[config.mk]
export PLATFORM = sky130hd
export DESIGN_NAME = uart_rx_param
export DESIGN_NICKNAME = d
export VERILOG_FILES = /design/src/rtl/uart_rx_param.sv
export SDC_FILE = /design/constraint.sdc
export NUM_CORES = 1
export LEC_CHECK = 0
export ABC_AREA = 1
export CAP_MARGIN = 5
export CORE_AREA = 2 2 64 66
export CTS_CLUSTER_DIAMETER = 100
export DETAILED_ROUTE_END_ITERATION = 16
export DIE_AREA = 0 0 66 68
export HOLD_SLACK_MARGIN = 0.05
export PLACE_DENSITY = 0.75
export SLEW_MARGIN = 20
export SYNTH_ARGS = -nofsm -noshare
export SYNTH_HDL_FRONTEND = slang
export SYNTH_SLANG_ARGS = --single-unit
export TNS_END_PERCENT = 30
[constraint.sdc]
create_clock -name i_clk -period 2.19 [get_ports i_clk]
set_clock_uncertainty 0.15 [all_clocks]
set_input_delay 0.438 -clock i_clk [delete_from_list [all_inputs] [get_ports i_clk]]
set_output_delay 0.438 -clock i_clk [all_outputs]
set_load 0.01 [all_outputs]
[src/rtl/uart_rx_param.sv]
// uart_rx_param: parametrised UART receiver with 16x-style oversampling.
// Frame format (data bits, parity, stop bits) is set by parameters. Each
// received word carries a parity-error and a frame-error flag. Words leave
// through a valid/ready stage.
// Optional feature macro: UART_RX_FIFO_EN. When it is defined, the output
// stage is a FIFO_DEPTH-entry FIFO. Otherwise it is a single holding register.
module uart_rx_param #(
  parameter int CLOCK_FREQUENCY = 25000000,
  parameter int BAUD_RATE       = 115200,
  parameter int OVERSAMPLE      = 16,
  parameter int DATA_BITS       = 8,
  parameter int PARITY          = 0,
  parameter int STOP_BITS       = 1,
  parameter int FIFO_DEPTH      = 8
) (
  input  logic                 i_clk,
  input  logic                 i_rst_n,
  input  logic                 i_rx_serial,
  output logic [DATA_BITS-1:0] o_rx_data,
  output logic                 o_rx_parity_err,
  output logic                 o_rx_frame_err,
  output logic                 o_rx_valid,
  input  logic                 i_rx_ready,
  output logic                 o_overrun
);

  localparam int DIVISOR = CLOCK_FREQUENCY / (BAUD_RATE * OVERSAMPLE);
  localparam int DIV_W   = (DIVISOR > 1) ? $clog2(DIVISOR) : 1;
  localparam int PH_W    = $clog2(OVERSAMPLE);
  localparam int IDX_W   = $clog2(DATA_BITS);
  localparam int WORD_W  = DATA_BITS + 2;

  // Elaboration-time guard against illegal parameter combinations.
  if (DIVISOR < 1 || OVERSAMPLE < 8 || (OVERSAMPLE % 2) != 0 ||
      DATA_BITS < 5 || DATA_BITS > 9 || PARITY < 0 || PARITY > 2 ||
      STOP_BITS < 1 || STOP_BITS > 2 || FIFO_DEPTH < 2 ||
      (FIFO_DEPTH & (FIFO_DEPTH - 1)) != 0) begin : g_bad_params
    $error("uart_rx_param: illegal parameter combination");
  end

  typedef enum logic [2:0] {
    S_IDLE,
    S_START,
    S_DATA,
    S_PARITY,
    S_STOP
  } state_t;

  state_t                state_q, state_d;
  logic [1:0]            sync_q;
  logic [1:0]            filt_hist;
  logic                  rx_filt;
  logic                  rx_prev;
  logic                  fall;
  logic [DIV_W-1:0]      div_cnt;
  logic                  tick;
  logic [PH_W-1:0]       phase;
  logic                  mid_tick;
  logic [IDX_W-1:0]      bit_idx;
  logic                  stop_idx;
  logic [DATA_BITS-1:0]  shreg;
  logic                  par_err;
  logic                  frm_err;
  logic                  push;
  logic [WORD_W-1:0]     push_word;
  logic                  pop;

  // Two-flop synchroniser, then a two-deep history for the majority vote.
  // The line idles high, so both reset to 1.
  // NOTE: registers take non-blocking (<=) assignments so every flop samples
  // the pre-edge values, whatever order the statements are written in.
  always_ff @(posedge i_clk or negedge i_rst_n) begin
    if (!i_rst_n) begin
      sync_q    <= 2'b11;
      filt_hist <= 2'b11;
      rx_prev   <= 1'b1;
    end else begin
      sync_q    <= {sync_q[0], i_rx_serial};
      filt_hist <= {filt_hist[0], sync_q[1]};
      rx_prev   <= rx_filt;
    end
  end

  // Majority of the newest synchronised sample and the two before it.
  assign rx_filt = (sync_q[1] & filt_hist[0]) | (sync_q[1] & filt_hist[1]) |
                   (filt_hist[0] & filt_hist[1]);
  assign fall    = rx_prev & ~rx_filt;

  // Free-running tick divider: counts DIVISOR-1 down to 0 and ticks at 0.
  always_ff @(posedge i_clk or negedge i_rst_n) begin
    if (!i_rst_n)         div_cnt <= DIV_W'(DIVISOR - 1);
    else if (div_cnt == 0) div_cnt <= DIV_W'(DIVISOR - 1);
    else                  div_cnt <= div_cnt - DIV_W'(1);
  end

  assign tick = (div_cnt == 0);

  // Bit-phase counter. It realigns on the start edge so that mid-bit falls
  // OVERSAMPLE/2 ticks after the detected falling edge.
  always_ff @(posedge i_clk or negedge i_rst_n) begin
    if (!i_rst_n)                       phase <= '0;
    else if (state_q == S_IDLE && fall) phase <= '0;
    else if (tick)                      phase <= (phase == PH_W'(OVERSAMPLE - 1)) ? '0 : phase + PH_W'(1);
  end

  assign mid_tick = tick && (phase == PH_W'(OVERSAMPLE / 2 - 1));

  // FSM state register.
  always_ff @(posedge i_clk or negedge i_rst_n) begin
    if (!i_rst_n) state_q <= S_IDLE;
    else          state_q <= state_d;
  end

  // Next-state logic and the push strobe at the final stop-bit sample.
  // NOTE: every output of this block gets a default before the case, so no
  // path leaves one unassigned and no latch is inferred.
  always_comb begin
    state_d = state_q;
    push    = 1'b0;
    case (state_q)
      S_IDLE:   if (fall) state_d = S_START;
      S_START:  if (mid_tick) state_d = rx_filt ? S_IDLE : S_DATA;
      S_DATA: begin
        if (mid_tick && bit_idx == IDX_W'(DATA_BITS - 1))
          state_d = (PARITY != 0) ? S_PARITY : S_STOP;
      end
      S_PARITY: if (mid_tick) state_d = S_STOP;
      S_STOP: begin
        if (mid_tick && stop_idx == 1'(STOP_BITS - 1)) begin
          push    = 1'b1;
          state_d = S_IDLE;
        end
      end
      default:  state_d = S_IDLE;
    endcase
  end

  // Frame datapath: shifts data LSB first and accumulates the error flags.
  always_ff @(posedge i_clk or negedge i_rst_n) begin
    if (!i_rst_n) begin
      bit_idx  <= '0;
      stop_idx <= 1'b0;
      shreg    <= '0;
      par_err  <= 1'b0;
      frm_err  <= 1'b0;
    end else if (mid_tick) begin
      case (state_q)
        S_START: begin
          bit_idx  <= '0;
          stop_idx <= 1'b0;
          par_err  <= 1'b0;
          frm_err  <= 1'b0;
        end
        S_DATA: begin
          shreg   <= {rx_filt, shreg[DATA_BITS-1:1]};
          bit_idx <= bit_idx + IDX_W'(1);
        end
        S_PARITY: par_err <= (PARITY == 1) ? ~(^shreg ^ rx_filt) : (^shreg ^ rx_filt);
        S_STOP: begin
          if (!rx_filt) frm_err <= 1'b1;
          stop_idx <= stop_idx + 1'b1;
        end
        default: ;
      endcase
    end
  end

  // The current stop sample is folded in directly because it is taken on
  // the same edge as the push.
  assign push_word = {shreg, par_err, frm_err | ~rx_filt};
  assign pop       = o_rx_valid & i_rx_ready;

`ifdef UART_RX_FIFO_EN
  localparam int AW = $clog2(FIFO_DEPTH);
  localparam int CW = AW + 1;

  logic [WORD_W-1:0] mem [FIFO_DEPTH];
  logic [AW-1:0]     rd_ptr, wr_ptr, rd_ptr_nxt;
  logic [CW-1:0]     count, count_left;
  logic              full, wr_en, valid_nxt;
  logic [WORD_W-1:0] head_nxt;

  // FIFO bookkeeping and the next head word. When the FIFO is full, a push
  // that coincides with a pop reuses the slot that the pop frees.
  always_comb begin
    full       = (count == CW'(FIFO_DEPTH));
    wr_en      = push && (!full || pop);
    count_left = count - CW'(pop);
    rd_ptr_nxt = pop ? rd_ptr + AW'(1) : rd_ptr;
    valid_nxt  = (count_left != 0) || wr_en;
    head_nxt   = (count_left == 0) ? push_word : mem[rd_ptr_nxt];
  end

  // Storage array write port.
  // NOTE: the storage array has no reset. The count and the valid flag
  // decide which entries are meaningful, so clearing the array is unneeded.
  always_ff @(posedge i_clk) begin
    if (wr_en) mem[wr_ptr] <= push_word;
  end

  // Pointers, occupancy and the registered head-of-FIFO outputs.
  always_ff @(posedge i_clk or negedge i_rst_n) begin
    if (!i_rst_n) begin
      rd_ptr          <= '0;
      wr_ptr          <= '0;
      count           <= '0;
      o_rx_valid      <= 1'b0;
      o_rx_data       <= '0;
      o_rx_parity_err <= 1'b0;
      o_rx_frame_err  <= 1'b0;
      o_overrun       <= 1'b0;
    end else begin
      rd_ptr     <= rd_ptr_nxt;
      if (wr_en) wr_ptr <= wr_ptr + AW'(1);
      count      <= count + CW'(wr_en) - CW'(pop);
      o_rx_valid <= valid_nxt;
      o_overrun  <= push && !wr_en;
      if (valid_nxt) {o_rx_data, o_rx_parity_err, o_rx_frame_err} <= head_nxt;
    end
  end
`else
  // Single holding register. A push is dropped only if the register stays
  // occupied through this edge.
  always_ff @(posedge i_clk or negedge i_rst_n) begin
    if (!i_rst_n) begin
      o_rx_valid      <= 1'b0;
      o_rx_data       <= '0;
      o_rx_parity_err <= 1'b0;
      o_rx_frame_err  <= 1'b0;
      o_overrun       <= 1'b0;
    end else begin
      o_overrun <= push && o_rx_valid && !pop;
      if (push && (!o_rx_valid || pop)) begin
        {o_rx_data, o_rx_parity_err, o_rx_frame_err} <= push_word;
        o_rx_valid <= 1'b1;
      end else if (pop) begin
        o_rx_valid <= 1'b0;
      end
    end
  end
`endif

endmodule

; ---- Yosys cells after proc, flatten, opt, wreduce, memory -nomap -nowiden
; Cells that the tools add are included.
[classes]
n_addsub = 4
multipliers = 0
div = 0
magnitude_cmp = 0
n_eq_ne = 13
shifts = 0
muxes = 20
bitwise_logic = 11
n_reduce_logical = 24
[op_table]
columns = operator, n
row1 = 4-bit two-way mux, 4
row2 = 3-bit two-way mux, 5
row3 = 3-bit case mux with 5 select lines, 1
row4 = 2-bit inequality test (second input constant), 6
row5 = 2-bit nonzero test, 5
row6 = 2-bit AND reduction, 4
row7 = 8-bit XOR reduction, 1
row8 = 1-bit logical AND, 7
row9 = 3-bit by 2-bit == test with 1-bit output (second input constant), 2
row10 = 3-bit == test (second input constant), 2
row11 = 1-bit case mux with 2 select lines, 3
row12 = 3-bit case mux with 2 select lines, 1
row13 = 1-bit AND, 5
row14 = 1-bit two-way mux, 5
row15 = 5-bit AND reduction, 1
row16 = 4-bit by 1-bit adder with 4-bit output (second input constant), 1
row17 = 4-bit by 3-bit == test with 1-bit output (second input constant), 1
row18 = 4-bit == test (second input constant), 1
row19 = 4-bit logical NOT, 1
row20 = 4-bit by 1-bit subtractor with 4-bit output (second input constant), 1
row21 = 3-bit by 1-bit adder with 3-bit output (second input constant), 1
row22 = 3-bit by 1-bit == test with 1-bit output (second input constant), 1
row23 = 3-bit logical NOT, 1
row24 = 1-bit bitwise OR, 3
row25 = other kinds (7), 9
[word_totals]
regBits = 42
latchBits = 0
mem_bits_rw = 0
mem_bits_ro = 0
out_inout_bits = 12
word_cells = 88
n_memories = 0

; ---- Logic depth before layout (Yosys ltp)
[depth]
word_depth = 7
depth_mapped = 10
ltp_nobuf = 10

; ---- Least setup slack after synthesis
; OpenSTA, ideal clock, no wires.
[synth_timing]
path_kind = reg2reg
from = register phase[0]
to = register o_rx_frame_err
arrival_time_ns = 1.334
slack_ns = 0.589
path_stages_with_launch = 10
n_path_buf = 1
synth_period_minus_slack_ns = 1.601
path_cell_list = dfrtp_1 -> ha_1 -> nand2_1 -> inv_1 -> nand3_4 -> nor2_4 -> nand3_4 -> buf_6 -> nand2_1 -> nand2_1
[synth_between]
elab_chain_cells = 6
[synth_lines]
columns = element, line_no
row1 = from (decl), 57  ; logic [PH_W-1:0] phase;
row2 = from (signal assigned), 103  ; else if (tick) phase <= (phase == PH_W'(OVERSAMPLE - 1)) ? '0 : phase + PH_W'(1);
row3 = 4-bit by 3-bit == test with 1-bit output, 106  ; assign mid_tick = tick && (phase == PH_W'(OVERSAMPLE / 2 - 1));
row4 = 1-bit logical AND, 106
row5 = 1-bit logical AND, 129  ; if (mid_tick && stop_idx == 1'(STOP_BITS - 1)) begin
row6 = 1-bit two-way mux, 129
row7 = 1-bit two-way mux, 120  ; case (state_q)
row8 = 1-bit logical AND, 233  ; if (push && (!o_rx_valid || pop)) begin
row9 = to (signal assigned), 234  ; {o_rx_data, o_rx_parity_err, o_rx_frame_err} <= push_word;
row10 = to (decl), 21  ; output logic o_rx_frame_err,
; Every way passes these cells.
; A chain may end at the register's enable or synchronous reset.

; ---- Worst setup path in the final report
[layout_timing]
from = register o_rx_data[3]
to = output port o_rx_data[3]
[layout_rtl]
columns = element, line_no
row1 = from (decl), 19  ; output logic [DATA_BITS-1:0] o_rx_data,
row2 = from (signal assigned), 234
; No word-level cell between the ends.

==> results <==
- After floorplanning, the core was sized to cover 3856 um^2.
- The count of boundary I/O pins is 16.
- The final instance area is 2372 um^2.
- Summing all placed instances gives a cell area of about 2300 um^2.
- The first TritonRoute pass finished after 4 iterations.
- The type of element launching the critical path is a flop.
- Across all register-to-register paths, the minimum setup slack is 410 ps.
- The highest clock frequency the design can meet is approximately 560 MHz.
- The die height is 68 um.
- The HPWL after detailed placement is 2.422 mm.
- The run finished with clean final reports.
- The required time of the worst setup path is 1600 ps.
- The slew at the pin closest to its max-slew limit is between 500 and 600 ps.
- The fill cell instance count of the final layout is about 350.
- The net count of the mapped netlist is 243.
- The number of max-slew violations in the final report is 0.
- The DRC violations left is 0.
- Of the cells placed in the final design, the portion with a size suffix greater than 1 is 0.1744.
- Hold timing on the final database bottoms out at a slack of around 41 ps.
- The reported max-cap violation count is 0.
- Power spread over the standard cell area amounts to between 700 and 800 nW/um^2.
- The maximum level of the CTS H-tree is 2.
- In this run, the number of DRC markers left after iteration 0 of detailed routing was between 100 and 150.
- The number of global-route vias before repair is 1331.
- The setup violation total in the final timing report is 0.
- After clock tree synthesis, the clock-pin slew on the worst setup and hold paths is 80 ps.
- After synthesis, the netlist uses 30 different library cells.
- In this run, post-CTS repair resized a total of 0 instances.
- The number of buffers added by the clock tree synthesis step is 5.
- The detailed-route wire length is around 3.4 mm.
- Setup repair after global routing left no endpoint under its margin.
- The final global-route overflow total is 0.
- The final estimated routing congestion in global placement is 0.7473.
- The proportion of synthesized chip area in sequential cells is 0.5121.
- After routing, the total negative slack on setup checks comes to 0 ps.
- The number of nets in the layout is 264.
- In this run the worst path has a maximum fanout of 2.
- Walking the worst path, the cells encountered are clkdlybuf4s50_1.
- The first global-routing pass estimated 5.906 mm of wire.
- The count of cells along the worst register-to-register path is 8.
- The worst reg2reg path startpoint is phase[0]$_DFFE_PN0P_.
- The post-placement worst setup slack is 413.1 ps.
- The type of the most critical hold path is primary input to asynchronous set/reset pin.
- Hold repair after CTS inserted 0 buffers.
- Yosys printed 0 warnings.
- The cell family contributing the most delay on the critical path is buffers and inverters.
- The number of buffers inserted by port buffering is 15.
- The number of standard cells after synthesis is around 240.
- For this block, the via count after detailed routing is 1533.
- The die covers between 4000 and 5000 um^2.
- The number of nets still failing antenna checks after routing is 0.
- The number of post-CTS setup repair buffers is 0.
- For the worst-skew pair, the clock arrives at the later sink with an insertion delay of 300 ps.
- The area growth from synthesis to layout is 14.63%.
- The floorplan row count is 23.
- Data on the critical path arrives at its endpoint at roughly 1200 ps.
- On the worst path, the slowest cell contributes a delay of roughly 540 ps.
- The repair_antennas step left the layout with diodes totalling 0.
- In the global route stage, overall resource usage came out at 0.1772.
- After detailed routing, the average wire length per cell comes to 11.02 um.
- The initial utilization of the core area, before any placement, comes to 0.5367.
- The die boundary width is 66 um.
- The standard cell with the maximum stage delay on the critical path is sky130_fd_sc_hd__clkdlybuf4s50_1.
- The tree is rooted in a sky130_fd_sc_hd__clkbuf_8.
- The number of cells on the critical path is 1.
- CTS saw 42 sinks.
- The number of buffer and inverter stages on the critical path is 1.
- The minimum period implied by the final worst setup slack is 1799 ps.
- The leakage power of the design is 1.151 nW.
- The period utilization is 0.8214.
- The clock passes through at most 2 buffers.
- In this run the critical register-to-register path is captured at o_rx_data[3]$_DFFE_PN0P_.
- The relative slew slack is 0.6500.
- The critical path capture point type is an output pin.
- The hold violation count in the final report is 0.
- The post-detailed-route via-to-cell ratio is 4.977.
- The maximum number of pins on one net before global-route repair is between 40 and 50.
- A synthesized cell averages 8.769 um^2.
- Power comes to ~1.7 mW.
- The clock tree from TritonCTS is done.
- The initial antenna violation count is 0.
- The critical path class is flop to output pin.
- Summing every instance area after synthesis gives 2069 um^2.
- The setup slack after layout is roughly 400 ps.
- VDD sags by at most 417.3 uV.
- The flop and latch count out of synthesis is 42.
placed cells by master (no fill, tap or decap), types with 2 or more instances in the layout:
cell type,synthesis,layout
sky130_fd_sc_hd__clkdlybuf4s50_1,0,14
sky130_fd_sc_hd__nand3_4,2,2
sky130_fd_sc_hd__o21ai_2,17,17
sky130_fd_sc_hd__clkinv_1,2,2
sky130_fd_sc_hd__nand2_4,2,2
sky130_fd_sc_hd__o21ai_1,2,2
sky130_fd_sc_hd__dfrtp_1,35,35
sky130_fd_sc_hd__inv_1,25,25
sky130_fd_sc_hd__ha_1,3,3
sky130_fd_sc_hd__nand2_1,92,92
sky130_fd_sc_hd__nor2_1,10,10
sky130_fd_sc_hd__nand3b_1,2,2
sky130_fd_sc_hd__clkbuf_8,0,5
sky130_fd_sc_hd__o21ai_0,4,4
sky130_fd_sc_hd__a22o_1,2,2
sky130_fd_sc_hd__dfstp_2,7,7
sky130_fd_sc_hd__nor2_4,3,3
sky130_fd_sc_hd__nand3_1,13,13
worst max path at each step:
| stage | to | startpoint | slack, ps |
|---|---|---|---|
| after floorplan | o_rx_frame_err$_DFFE_PN0P_ | phase[0]$_DFFE_PN0P_ | 590 |
| after CTS | o_rx_data[1] | o_rx_data[1]$_DFFE_PN0P_ | 380 |
| final | o_rx_data[3] | o_rx_data[3]$_DFFE_PN0P_ | 390 |
| after detailed placement | o_rx_data[3]$_DFFE_PN0P_ | i_rx_ready | 410 |
| after global routing | o_rx_data[1]$_DFFE_PN0P_ | phase[0]$_DFFE_PN0P_ | 270 |
| after global placement | o_rx_frame_err$_DFFE_PN0P_ | i_rx_ready | 430 |
registers in the layout, summed over array words and instances, names as in the netlist:
signal,cells
bit_idx,3
o_overrun,1
o_rx_data,8
rx_prev,1
o_rx_valid,1
filt_hist,2
frm_err,1
sync_q,2
state_q,3
stop_idx,1
o_rx_parity_err,1
par_err,1
o_rx_frame_err,1
phase,4
shreg,8
div_cnt,4
logic make-up after synthesis:
family,count (synthesis),share of synthesized area
compound gates,32,0.1197
flops,42,0.5121
fa+ha+maj,3,0.01814
simple gates,128,0.2842
buf+inv,31,0.06590
synthesized netlist by cell type, drive strengths merged:
master,count,share of area
buf,2,0.011
dfrtp,35,0.42
clkinv,2,0.0036
ha,3,0.018
inv,27,0.051
a211oi,1,0.0036
nand2,94,0.18
o21ai,23,0.086
dfstp,7,0.089
and3,1,0.0030
nor3,2,0.010
nand3,15,0.048
a22o,2,0.0085
o21a,1,0.0036
nand3b,2,0.0073
a21o,1,0.0036
o211ai,1,0.0036
a21boi,1,0.0036
a21oi,2,0.0066
nor2,14,0.037
where the power goes:
part           switching, mW  internal (mW)  leakage [nW]
logic                  0.159         0.0851         0.553
registers             0.0446          0.828         0.547
clock network          0.271          0.340        0.0514
final cells by class:
type                    count  area (um^2)  share of cell area
flip-flops and latches     42         1060              0.4467
multi-input cells         163        873.3              0.3681
repair buffers             16        152.6             0.06435
inverters                  29        113.9             0.04800
clock buffers               6        72.57             0.03059
well taps                  50        62.56             0.02637
clock inverters             2        37.54             0.01582
per-stage QoR:
step                std cells  utilization
detailed placement        300       0.5866
global placement          300       0.5866
floorplan                 236            -
finish                    308       0.6152
global route              308       0.6152
CTS                       308       0.6152
per-layer routing:
metal  routed length (um)  global-route usage  vias to the layer above  share of wire
met5                    0                   0                        -              0
met4                   68             0.06888                        0          0.020
met3                  106             0.05428                        7          0.031
met2                 1473              0.2702                       19           0.43
met1                 1745              0.2388                      721           0.51
li1                     -                   -                      786              -
Note: power is estimated with default switching activity, not from simulation.
